$ cat config.mk
export PLATFORM = sky130hd
export DESIGN_NAME = alu_exec_ctrl
export DESIGN_NICKNAME = d
export VERILOG_FILES = /design/src/rtl/alu_exec_ctrl.sv
export SDC_FILE = /design/constraint.sdc
export NUM_CORES = 1
export LEC_CHECK = 0
export ABC_AREA = 1
export BUFFER_PORTS_ARGS = -buffer_cell sky130_fd_sc_hd__buf_2
export CAP_MARGIN = 20
export CELL_PAD_IN_SITES_DETAIL_PLACEMENT = 0
export CELL_PAD_IN_SITES_GLOBAL_PLACEMENT = 1
export CORE_MARGIN = 4
export CORE_UTILIZATION = 37
export DETAILED_ROUTE_END_ITERATION = 8
export GPL_ROUTABILITY_DRIVEN = 0
export PLACE_DENSITY = 0.88
export SKIP_CTS_REPAIR_TIMING = 1
export SYNTH_ARGS = -nofsm -noshare
export SYNTH_HDL_FRONTEND = slang
export SYNTH_SLANG_ARGS = --single-unit
$ cat constraint.sdc
create_clock -name clk -period 2.1 [get_ports clk]
set_clock_uncertainty 0.1 [all_clocks]
set_input_delay 0.105 -clock clk [delete_from_list [all_inputs] [get_ports clk]]
set_output_delay 0.105 -clock clk [all_outputs]
set_load 0.01 [all_outputs]
$ cat src/rtl/alu_exec_ctrl.sv
// alu_exec_ctrl: four-state (IDLE/READ/EXEC/WB) execute sequencer for the shared ALU.
// Optional macro ALU_IMM_SIGN_EXT_EN: sign-extend the immediate B operand instead of zero-extending it.
module alu_exec_ctrl #(
    parameter int DATA_W = 16,
    parameter int REG_AW = 4,
    parameter int IMM_W  = 8,
    parameter int FLAG_W = 5
) (
    input  logic              clk,
    input  logic              reset_n,
    input  logic              issue_valid,
    output logic              issue_ready,
    input  logic [7:0]        issue_op,
    input  logic [REG_AW-1:0] issue_rdest,
    input  logic [REG_AW-1:0] issue_rsrc,
    input  logic [IMM_W-1:0]  issue_imm,
    output logic [REG_AW-1:0] rf_raddr_a,
    output logic [REG_AW-1:0] rf_raddr_b,
    input  logic [DATA_W-1:0] rf_rdata_a,
    input  logic [DATA_W-1:0] rf_rdata_b,
    output logic              rf_we,
    output logic [REG_AW-1:0] rf_waddr,
    output logic [DATA_W-1:0] rf_wdata,
    output logic [DATA_W-1:0] alu_a,
    output logic [DATA_W-1:0] alu_b,
    output logic [7:0]        alu_op,
    input  logic [DATA_W-1:0] alu_result,
    input  logic [FLAG_W-1:0] alu_flags,
    output logic [FLAG_W-1:0] psr,
    output logic              busy,
    output logic              done
);

    typedef enum logic [1:0] {
        ST_IDLE = 2'd0,
        ST_READ = 2'd1,
        ST_EXEC = 2'd2,
        ST_WB   = 2'd3
    } state_t;

    localparam logic [3:0] OP_ADD = 4'h5;
    localparam logic [3:0] OP_SUB = 4'h9;
    localparam logic [3:0] OP_CMP = 4'hB;

    state_t            state_r;
    logic [7:0]        op_r;
    logic [7:0]        alu_op_r;
    logic [IMM_W-1:0]  imm_r;
    logic [REG_AW-1:0] raddr_a_r;
    logic [REG_AW-1:0] raddr_b_r;
    logic [REG_AW-1:0] waddr_r;
    logic [DATA_W-1:0] alu_a_r;
    logic [DATA_W-1:0] alu_b_r;
    logic [DATA_W-1:0] wdata_r;
    logic [FLAG_W-1:0] flags_r;
    logic [FLAG_W-1:0] psr_r;
    logic              rf_we_r;
    logic              done_r;
    logic              busy_r;
    logic              ready_r;

    logic              reg_form_s;
    logic [7:0]        eff_op_s;
    logic [DATA_W-1:0] opnd_b_s;
    logic [DATA_W-1:0] alu_a_s;
    logic [DATA_W-1:0] alu_b_s;

    function automatic logic [DATA_W-1:0] ext_imm(input logic [IMM_W-1:0] imm);
`ifdef ALU_IMM_SIGN_EXT_EN
        return {{(DATA_W-IMM_W){imm[IMM_W-1]}}, imm};
`else
        return {{(DATA_W-IMM_W){1'b0}}, imm};
`endif
    endfunction

    // Flag bits {N,Z,F,L,C}: arithmetic owns C/F, compare owns N/Z/L.
    function automatic logic [FLAG_W-1:0] psr_mask(input logic [3:0] nib);
        logic [FLAG_W-1:0] mask;
        case (nib)
            OP_ADD, OP_SUB: mask = 5'b00101;
            OP_CMP:         mask = 5'b11010;
            default:        mask = 5'b00000;
        endcase
        return mask;
    endfunction

    function automatic logic [FLAG_W-1:0] psr_merge(input logic [FLAG_W-1:0] cur,
                                                    input logic [FLAG_W-1:0] flags,
                                                    input logic [3:0]        nib);
        logic [FLAG_W-1:0] mask;
        mask = psr_mask(nib);
        return (cur & ~mask) | (flags & mask);
    endfunction

    // Decode the latched opcode into the effective ALU op and the B operand source.
    always_comb begin
        reg_form_s = (op_r[7:4] == 4'h0);
        if (reg_form_s) begin
            eff_op_s = op_r;
            opnd_b_s = rf_rdata_b;
        end else begin
            eff_op_s = {4'h0, op_r[7:4]};
            opnd_b_s = ext_imm(imm_r);
        end
    end

    // Read data only arrives in EXEC, so the operands pass through then and are held afterwards.
    always_comb begin
        if (state_r == ST_EXEC) begin
            alu_a_s = rf_rdata_a;
            alu_b_s = opnd_b_s;
        end else begin
            alu_a_s = alu_a_r;
            alu_b_s = alu_b_r;
        end
    end

    // Sequencer state and all registered outputs.
    always_ff @(posedge clk or negedge reset_n) begin
        if (!reset_n) begin
            state_r   <= ST_IDLE;
            op_r      <= 8'h00;
            alu_op_r  <= 8'h00;
            imm_r     <= '0;
            raddr_a_r <= '0;
            raddr_b_r <= '0;
            waddr_r   <= '0;
            alu_a_r   <= '0;
            alu_b_r   <= '0;
            wdata_r   <= '0;
            flags_r   <= '0;
            psr_r     <= '0;
            rf_we_r   <= 1'b0;
            done_r    <= 1'b0;
            busy_r    <= 1'b0;
            ready_r   <= 1'b1;
        end else begin
            case (state_r)
                ST_IDLE: begin
                    rf_we_r <= 1'b0;
                    done_r  <= 1'b0;
                    if (issue_valid) begin
                        op_r      <= issue_op;
                        imm_r     <= issue_imm;
                        raddr_a_r <= issue_rdest;
                        raddr_b_r <= issue_rsrc;
                        ready_r   <= 1'b0;
                        busy_r    <= 1'b1;
                        state_r   <= ST_READ;
                    end
                end
                ST_READ: begin
                    alu_op_r <= eff_op_s;
                    state_r  <= ST_EXEC;
                end
                ST_EXEC: begin
                    alu_a_r <= alu_a_s;
                    alu_b_r <= alu_b_s;
                    wdata_r <= alu_result;
                    flags_r <= alu_flags;
                    waddr_r <= raddr_a_r;
                    rf_we_r <= (eff_op_s[3:0] != OP_CMP);
                    done_r  <= 1'b1;
                    state_r <= ST_WB;
                end
                ST_WB: begin
                    rf_we_r <= 1'b0;
                    done_r  <= 1'b0;
                    psr_r   <= psr_merge(psr_r, flags_r, eff_op_s[3:0]);
                    ready_r <= 1'b1;
                    busy_r  <= 1'b0;
                    state_r <= ST_IDLE;
                end
                default: begin
                    rf_we_r <= 1'b0;
                    done_r  <= 1'b0;
                    ready_r <= 1'b1;
                    busy_r  <= 1'b0;
                    state_r <= ST_IDLE;
                end
            endcase
        end
    end

    assign issue_ready = ready_r;
    assign busy        = busy_r;
    assign done        = done_r;
    assign rf_raddr_a  = raddr_a_r;
    assign rf_raddr_b  = raddr_b_r;
    assign rf_we       = rf_we_r;
    assign rf_waddr    = waddr_r;
    assign rf_wdata    = wdata_r;
    assign alu_a       = alu_a_s;
    assign alu_b       = alu_b_s;
    assign alu_op      = alu_op_r;
    assign psr         = psr_r;

endmodule
==> flow_metrics.env, run 1 <==
export IMPL_cp_arrival_ns=1.80
export IMPL_grt_pass1_vias=3209
export IMPL_clock_latency_ns=0.33
export IMPL_cts_buffer_depth=2
export IMPL_ys_seq_area_share_pct=57.9
export IMPL_synth_xor_area_share_pct=0
export IMPL_vdd_ir_drop_max_mv=0.775
export IMPL_p_per_area_nw_per_um2=1520
export IMPL_final_nets=717
export IMPL_postSynthAreaPerCell_um2=10.7
export IMPL_synth_adder_area_share_pct=1.16
export IMPL_diodes=0
export IMPL_intPower_mw=6.10
export IMPL_synth_cell_type_count=25
export IMPL_muxShareOfSynthArea_pct=14.8
export IMPL_critPathKind="reg2out"
export IMPL_synth_edff_count=0
export IMPL_totalWireLength_mm=11.2
export IMPL_timing_rr_start="state_r[1]$_DFFE_PN0P_"
export IMPL_grt_pass1_wl_mm=15.3
export IMPL_wl_per_cell_um=14.4
export IMPL_cap_violations=0
export IMPL_fin_util_pct=56.1
export IMPL_syn_cell_area_um2=4330
export IMPL_drtIter0Drc=148
export IMPL_yosysWarnings=0
export IMPL_rr_worst_depth=6
export IMPL_r2r_end="op_r[6]$_DFFE_PN0P_"
export IMPL_slew_headroom_pct=64.6
export IMPL_synth_top_area_share_pct=57.3
export IMPL_cts_sinks=100
export IMPL_die_area_um2=13500
export IMPL_combPwrFrac_pct=48.1
export IMPL_hold_class="in2reg"
export IMPL_post_drt_via_cell_ratio=4.79
export IMPL_cp_end_kind="output pin"
export IMPL_outcome="finished, violations left"
export IMPL_start_util_pct=37.9
export IMPL_n_fill_cell=979
export IMPL_cts_tree="built"
export IMPL_dpl_cell_area_um2=5280
export IMPL_async_reset_ff_share_pct=100
export IMPL_startpoint_type="register"
export IMPL_p_sw_share_pct=37.1
export IMPL_dp_cells=688
export IMPL_ctsRootBufferMaster="clkbuf_16"
export IMPL_antenna_found_initial=0
export IMPL_layout_min_cycle_time_ns=2.01
export IMPL_grt_overflow=0
export IMPL_synth_top_family_by_area="simple AND/OR/NAND/NOR gates"
export IMPL_dieWidth_um=116
export IMPL_seqPwrFrac_pct=34.3
export IMPL_clk_pin_slew_ns=0.06
export IMPL_place_hpwl_mm=7.36
export IMPL_synthesis_nets=487
export IMPL_pwr_share_clk_pct=17.6
export IMPL_coreArea_um2=11400
export IMPL_ys_seq_elements=100
export IMPL_setup_viol=0
export IMPL_p_switching_mw=3.61
export IMPL_drive_gt1_share_pct=39.2
export IMPL_fp_row_count=39
export IMPL_synth_compound_area_share_pct=6.33
export IMPL_syn_instance_count=403
export IMPL_ios=157
export IMPL_port_buffers=156
export IMPL_synthSimpleGateAreaFrac_pct=15.0
export IMPL_fin_crit_sh_pct=95.6
export IMPL_synth_most_common_cell="nand2_1"
export IMPL_synth_main_ff_cell="dfrtp_1"
export IMPL_yosysTopAreaCell="dfrtp_1"
export IMPL_cp_max_fo=32
export IMPL_crit_required_ns=1.89
export IMPL_die_h_um=116
export IMPL_min_from="issue_valid"
export IMPL_drc=0
export IMPL_fmax_mhz=498
export IMPL_hold_ws_ns=-0.0221
export IMPL_leakage_nw=3.15
export IMPL_area_growth_pct=47.9
export IMPL_cts_inserted_buffers=9
export IMPL_synthTopCellsByCount="nand2_1, dfrtp_1, mux2_2"
export IMPL_num_vias=3739
export IMPL_min_to="state_r[0]$_DFFE_PN0P_"
export IMPL_cts_max_level=3
export IMPL_r2r_slack_ns=0.28
export IMPL_worstMarginPinSlew_ns=0.531
export IMPL_synthTopCellsByArea="dfrtp_1, mux2_2, nand2_1"
export IMPL_report_final_slew_viol_count=0
export IMPL_detail_route_antenna_nets=0
export IMPL_final_area_um2=6400
export IMPL_hold_depth=3
export IMPL_fin_cells=781
export IMPL_drtPass1Iterations=4
export IMPL_hold_viol=4
export IMPL_failed_checks="negative hold slack"
export IMPL_grt_usage_pct=14.4
export IMPL_grt_max_degree=101
==> metrics by stage <==
| step | TNS, ns | setup slack, ns | total power [mW] |
|---|---|---|---|
| after floorplan | 0 | 0.489 | 6.24 |
| after global placement | 0 | 0.344 | 7.57 |
| after detailed placement | 0 | 0.242 | 7.70 |
| after CTS | -0.00642 | -0.00642 | 9.45 |
| after global routing | -0.00716 | -0.00716 | 10.4 |
| final | 0 | 0.0914 | 9.71 |
==> cells in the final DEF (no fill, tap or decap) <==
cell type | Yosys | final
clkinv_2 | 0 | 2
clkbuf_1 | 3 | 2
buf_16 | 0 | 2
a21oi_1 | 2 | 2
buf_12 | 0 | 1
inv_2 | 1 | 1
o21ai_1 | 1 | 1
mux2_2 | 57 | 57
nand3_1 | 17 | 17
dfrtp_1 | 99 | 99
clkinvlp_4 | 0 | 1
ha_4 | 0 | 1
o21ai_0 | 8 | 8
nand3_4 | 1 | 1
inv_1 | 23 | 23
nand3_2 | 1 | 1
nor2_1 | 19 | 19
o22ai_1 | 16 | 16
clkbuf_16 | 0 | 11
a31oi_1 | 19 | 19
dfstp_2 | 1 | 1
clkinv_1 | 1 | 1
buf_2 | 15 | 155
nor2_4 | 3 | 3
nand2_4 | 2 | 3
nor2_2 | 1 | 1
ha_1 | 4 | 3
dlygate4sd3_1 | 0 | 73
buf_4 | 1 | 7
nand2_1 | 105 | 105
bufinv_16 | 0 | 2
==> cells by family (layout without fill, tap and decap cells) <==
logic type / count (synthesis) / after routing
AOI/OAI and AO/OA: 46 / 46
muxes: 57 / 57
adders and majority gates: 4 / 4
buffers and inverters: 46 / 281
DFF: 100 / 100
and+or+nand+nor: 150 / 150
==> critical path: stages, from the launching register on <==
cell and delay [ns]:
dfrtp_1 0.40, inv_1 0.15, ha_4 0.21, buf_16 0.19, mux2_2 0.36, buf_2 0.15
==> state kept, by name, summed over array words and instances, names as in the netlist, named ones only <==
name and flops:
busy 1, done 1, alu_op 8, rf_we 1
issue_ready 1, alu_b_r 16, rf_raddr_a 4, rf_waddr 4
rf_wdata 16, op_r 8, rf_raddr_b 4, imm_r 8
flags_r 5, state_r 2, alu_a_r 16
==> cell type report <==
cell class | instances | area, µm² | share of cell area [%]
clock buffer | 11 | 233 | 3.64
clock inverter | 5 | 77.6 | 1.21
inverter | 25 | 93.8 | 1.47
multi-input combinational | 257 | 1630 | 25.5
sequential | 100 | 2500 | 39.1
tap | 143 | 179 | 2.80
timing repair buffer | 240 | 1680 | 26.3
==> worst max path at each step <==
stage,startpoint,slack [ns],end,depth (start not counted)
finish,state_r[0]$_DFFE_PN0P_,0.09,alu_a[9],5
global route,state_r[0]$_DFFE_PN0P_,-0.007,alu_a[9],5
CTS,state_r[0]$_DFFE_PN0P_,-0.006,alu_a[2],5
detailed placement,state_r[0]$_DFFE_PN0P_,0.24,op_r[6]$_DFFE_PN0P_,6
global placement,state_r[0]$_DFFE_PN0P_,0.34,op_r[4]$_DFFE_PN0P_,7
floorplan,state_r[0]$_DFFE_PN0P_,0.49,alu_b[10],7
==> routing by layer <==
layer	global-route usage, %	up-vias	part of all wire (%)
met2	22.9	124	50
li1	-	1803	-
met3	3.99	16	6.7
met1	18.7	1796	41
met5	0	-	0
met4	6.03	0	1.7
==> power by group through the flow <==
stage	Combinational (mW)	Sequential, mW	Clock (mW)
5_1_grt	5.15	3.44	1.86
3_5_place_dp	4.35	3.34	0
2_1_floorplan	2.80	3.44	0
6_report	4.67	3.33	1.71
4_1_cts	4.37	3.32	1.77
3_3_place_gp	4.26	3.31	0
No activity file was read; power rests on OpenSTA's default activity.
==> inputs of run 2 (changes only) <==
--- a/config.mk
+++ b/config.mk
@@ -8,13 +8,12 @@
 export ABC_AREA = 1
 export BUFFER_PORTS_ARGS = -buffer_cell sky130_fd_sc_hd__buf_2
 export CAP_MARGIN = 20
-export CELL_PAD_IN_SITES_DETAIL_PLACEMENT = 0
-export CELL_PAD_IN_SITES_GLOBAL_PLACEMENT = 1
-export CORE_MARGIN = 4
-export CORE_UTILIZATION = 37
+export CELL_PAD_IN_SITES_DETAIL_PLACEMENT = 2
+export CELL_PAD_IN_SITES_GLOBAL_PLACEMENT = 2
+export CORE_UTILIZATION = 30
 export DETAILED_ROUTE_END_ITERATION = 8
 export GPL_ROUTABILITY_DRIVEN = 0
-export PLACE_DENSITY = 0.88
+export PLACE_DENSITY = 0.89
 export SKIP_CTS_REPAIR_TIMING = 1
 export SYNTH_ARGS = -nofsm -noshare
 export SYNTH_HDL_FRONTEND = slang
==> run 2 against run 1 <==
  * The flow still finishes with violations (negative hold slack)
  * Power grew 5.5%
  * Setup slack gained 0.0078 ns
  * Global-route usage grew 3.2 points
  * Combinational power grew 5.4%
  * Worst hold slack lost 0.0033 ns
  * Routed wire length grew 38%
  * First-iteration DRC count shrank 30%
  * Via count grew 3.7%
  * Critical path type unchanged
==> flow_metrics.env, run 2 (synthesis results as in run 1) <==
export IMPL_outcome="finished, violations left"
export IMPL_failed_checks="negative hold slack"
export IMPL_hold_depth=4
export IMPL_detail_route_antenna_nets=0
export IMPL_cts_buffer_depth=2
export IMPL_clock_latency_ns=0.35
export IMPL_drtIter0Drc=103
export IMPL_final_nets=717
export IMPL_place_hpwl_mm=9.51
export IMPL_setup_viol=0
export IMPL_mostFrequentLayoutCells="buf_2, nand2_1, dfrtp_1"
export IMPL_clk_pin_slew_ns=0.07
export IMPL_num_vias=3877
export IMPL_die_area_um2=14900
export IMPL_post_drt_via_cell_ratio=4.74
export IMPL_cpPeakStageDelay_ns=0.41
export IMPL_drc=0
export IMPL_coreArea_um2=14000
export IMPL_cp_cell_sequence="inv_2 > ha_4 > buf_12 > mux2_2 > buf_2"
export IMPL_cts_sinks=100
export IMPL_critPathKind="reg2out"
export IMPL_leakage_nw=3.16
export IMPL_vdd_ir_drop_max_mv=0.459
export IMPL_rr_worst_depth=7
export IMPL_area_growth_pct=49.2
export IMPL_final_common_cell="buf_2"
export IMPL_path_delay_family="buffers and inverters"
export IMPL_cts_tree="built"
export IMPL_start_util_pct=30.9
export IMPL_die_h_um=122
export IMPL_fp_row_count=43
export IMPL_hold_ws_ns=-0.0254
export IMPL_dieWidth_um=122
export IMPL_cp_max_fo=23
export IMPL_cp_end_kind="output pin"
export IMPL_drive_gt1_share_pct=39.7
export IMPL_rsz0062_at_grt="false"
export IMPL_cts_inserted_buffers=9
export IMPL_cp_arrival_ns=1.80
export IMPL_setup_tns_final_ns=0
export IMPL_worstMarginPinSlew_ns=0.559
export IMPL_drtPass1Iterations=4
export IMPL_hold_viol=7
export IMPL_ios=157
export IMPL_grt_pass1_wl_mm=20.0
export IMPL_diodes=0
export IMPL_grt_pass1_vias=3949
export IMPL_grt_overflow=0
export IMPL_grt_max_degree=101
export IMPL_grt_usage_pct=17.6
export IMPL_slew_headroom_pct=62.7
export IMPL_crit_required_ns=1.89
export IMPL_ctsRootBufferMaster="clkbuf_16"
export IMPL_cts_max_level=3
export IMPL_startpoint_type="register"
export IMPL_worst_path_max_delay_cell="dfrtp_1"
export IMPL_finalPower_mw=10.2
export IMPL_report_final_slew_viol_count=0
export IMPL_path_buf_inv=3
export IMPL_wl_per_cell_um=19.0
export IMPL_cp_depth=5
export IMPL_totalWireLength_mm=15.6
export IMPL_fmax_mhz=500
export IMPL_p_per_area_nw_per_um2=1590
export IMPL_cap_violations=0
export IMPL_finalWorstSetupSlack_ns=0.0992
export IMPL_layout_min_cycle_time_ns=2.00
export IMPL_pre_cts_ws_ns=0.295
export IMPL_hold_class="in2reg"
export IMPL_port_buffers=156
export IMPL_fin_crit_sh_pct=95.3
export IMPL_antenna_found_initial=0
==> run 2: cell types whose count changed in the layout (fill, tap and decap cells not counted) <==
| cell | change |
|---|---|
| buf_12 | +2 |
| buf_16 | -2 |
| buf_8 | +2 |
| bufinv_16 | +1 |
| clkbuf_1 | -1 |
| clkbuf_16 | -1 |
| clkinv_2 | -1 |
| dlygate4sd3_1 | -1 |
| inv_1 | -1 |
| inv_2 | +1 |
| inv_6 | +1 |
==> run 2: stage by stage <==
stage,instance area (µm²),hold WS [ns],cells,util (%)
floorplan,4330,-0.291,403,-
global placement,5340,0.107,727,38.1
detailed placement,5340,0.126,727,38.1
CTS,5680,-0.251,743,40.6
global route,6460,0.000607,818,46.2
finish,6460,-0.0254,818,46.2
==> run 2: report_power, final <==
| part | switching (mW) | total [mW] | internal, mW |
|---|---|---|---|
| Sequential | 0.538 | 3.39 | 2.86 |
| Combinational | 2.73 | 4.92 | 2.19 |
| Clock | 0.762 | 1.93 | 1.17 |
==> run 2: area by class of cell <==
cell class	count	area, µm²
repair buffers	240	1660
well taps	180	225
clock inverters	6	111
multi-input cells	257	1630
clock buffers	10	229
flip-flops and latches	100	2500
fillers	1490	7530
inverters	25	93.8
==> run 2: worst reg2reg max path: stages, from the launching register on <==
cell	delay, ns
dfrtp_1	0.41
inv_1	0.10
ha_1	0.23
nand2_1	0.13
clkinv_1	0.25
buf_12	0.25
nand2_1	0.08
o21ai_0	0.11
==> run 2: layer usage <==
metal  routed length (µm)  track usage, %
met5                    0               0
met2                 8280            30.9
met1                 6200            20.9
met4                  216            6.17
met3                  869            4.26
==> run 2: path summary, 6_finish.rpt <==
| path | slack, ns | endpoint | start |
|---|---|---|---|
| hold / removal | -0.03 | state_r[1]$_DFFE_PN0P_ | issue_valid |
| min in group asynchronous | 0.25 | rf_wdata[14]$_DFFE_PN0P_ | reset_n |
| setup / recovery | 0.1 | alu_a[10] | state_r[0]$_DFFE_PN0P_ |
| hold reg to reg | 0.38 | done$_DFFE_PN0P_ | done$_DFFE_PN0P_ |
| setup reg to reg | 0.30 | op_r[7]$_DFFE_PN0P_ | state_r[1]$_DFFE_PN0P_ |
| max in group asynchronous | 1.20 | issue_ready$_DFFE_PN1P_ | reset_n |
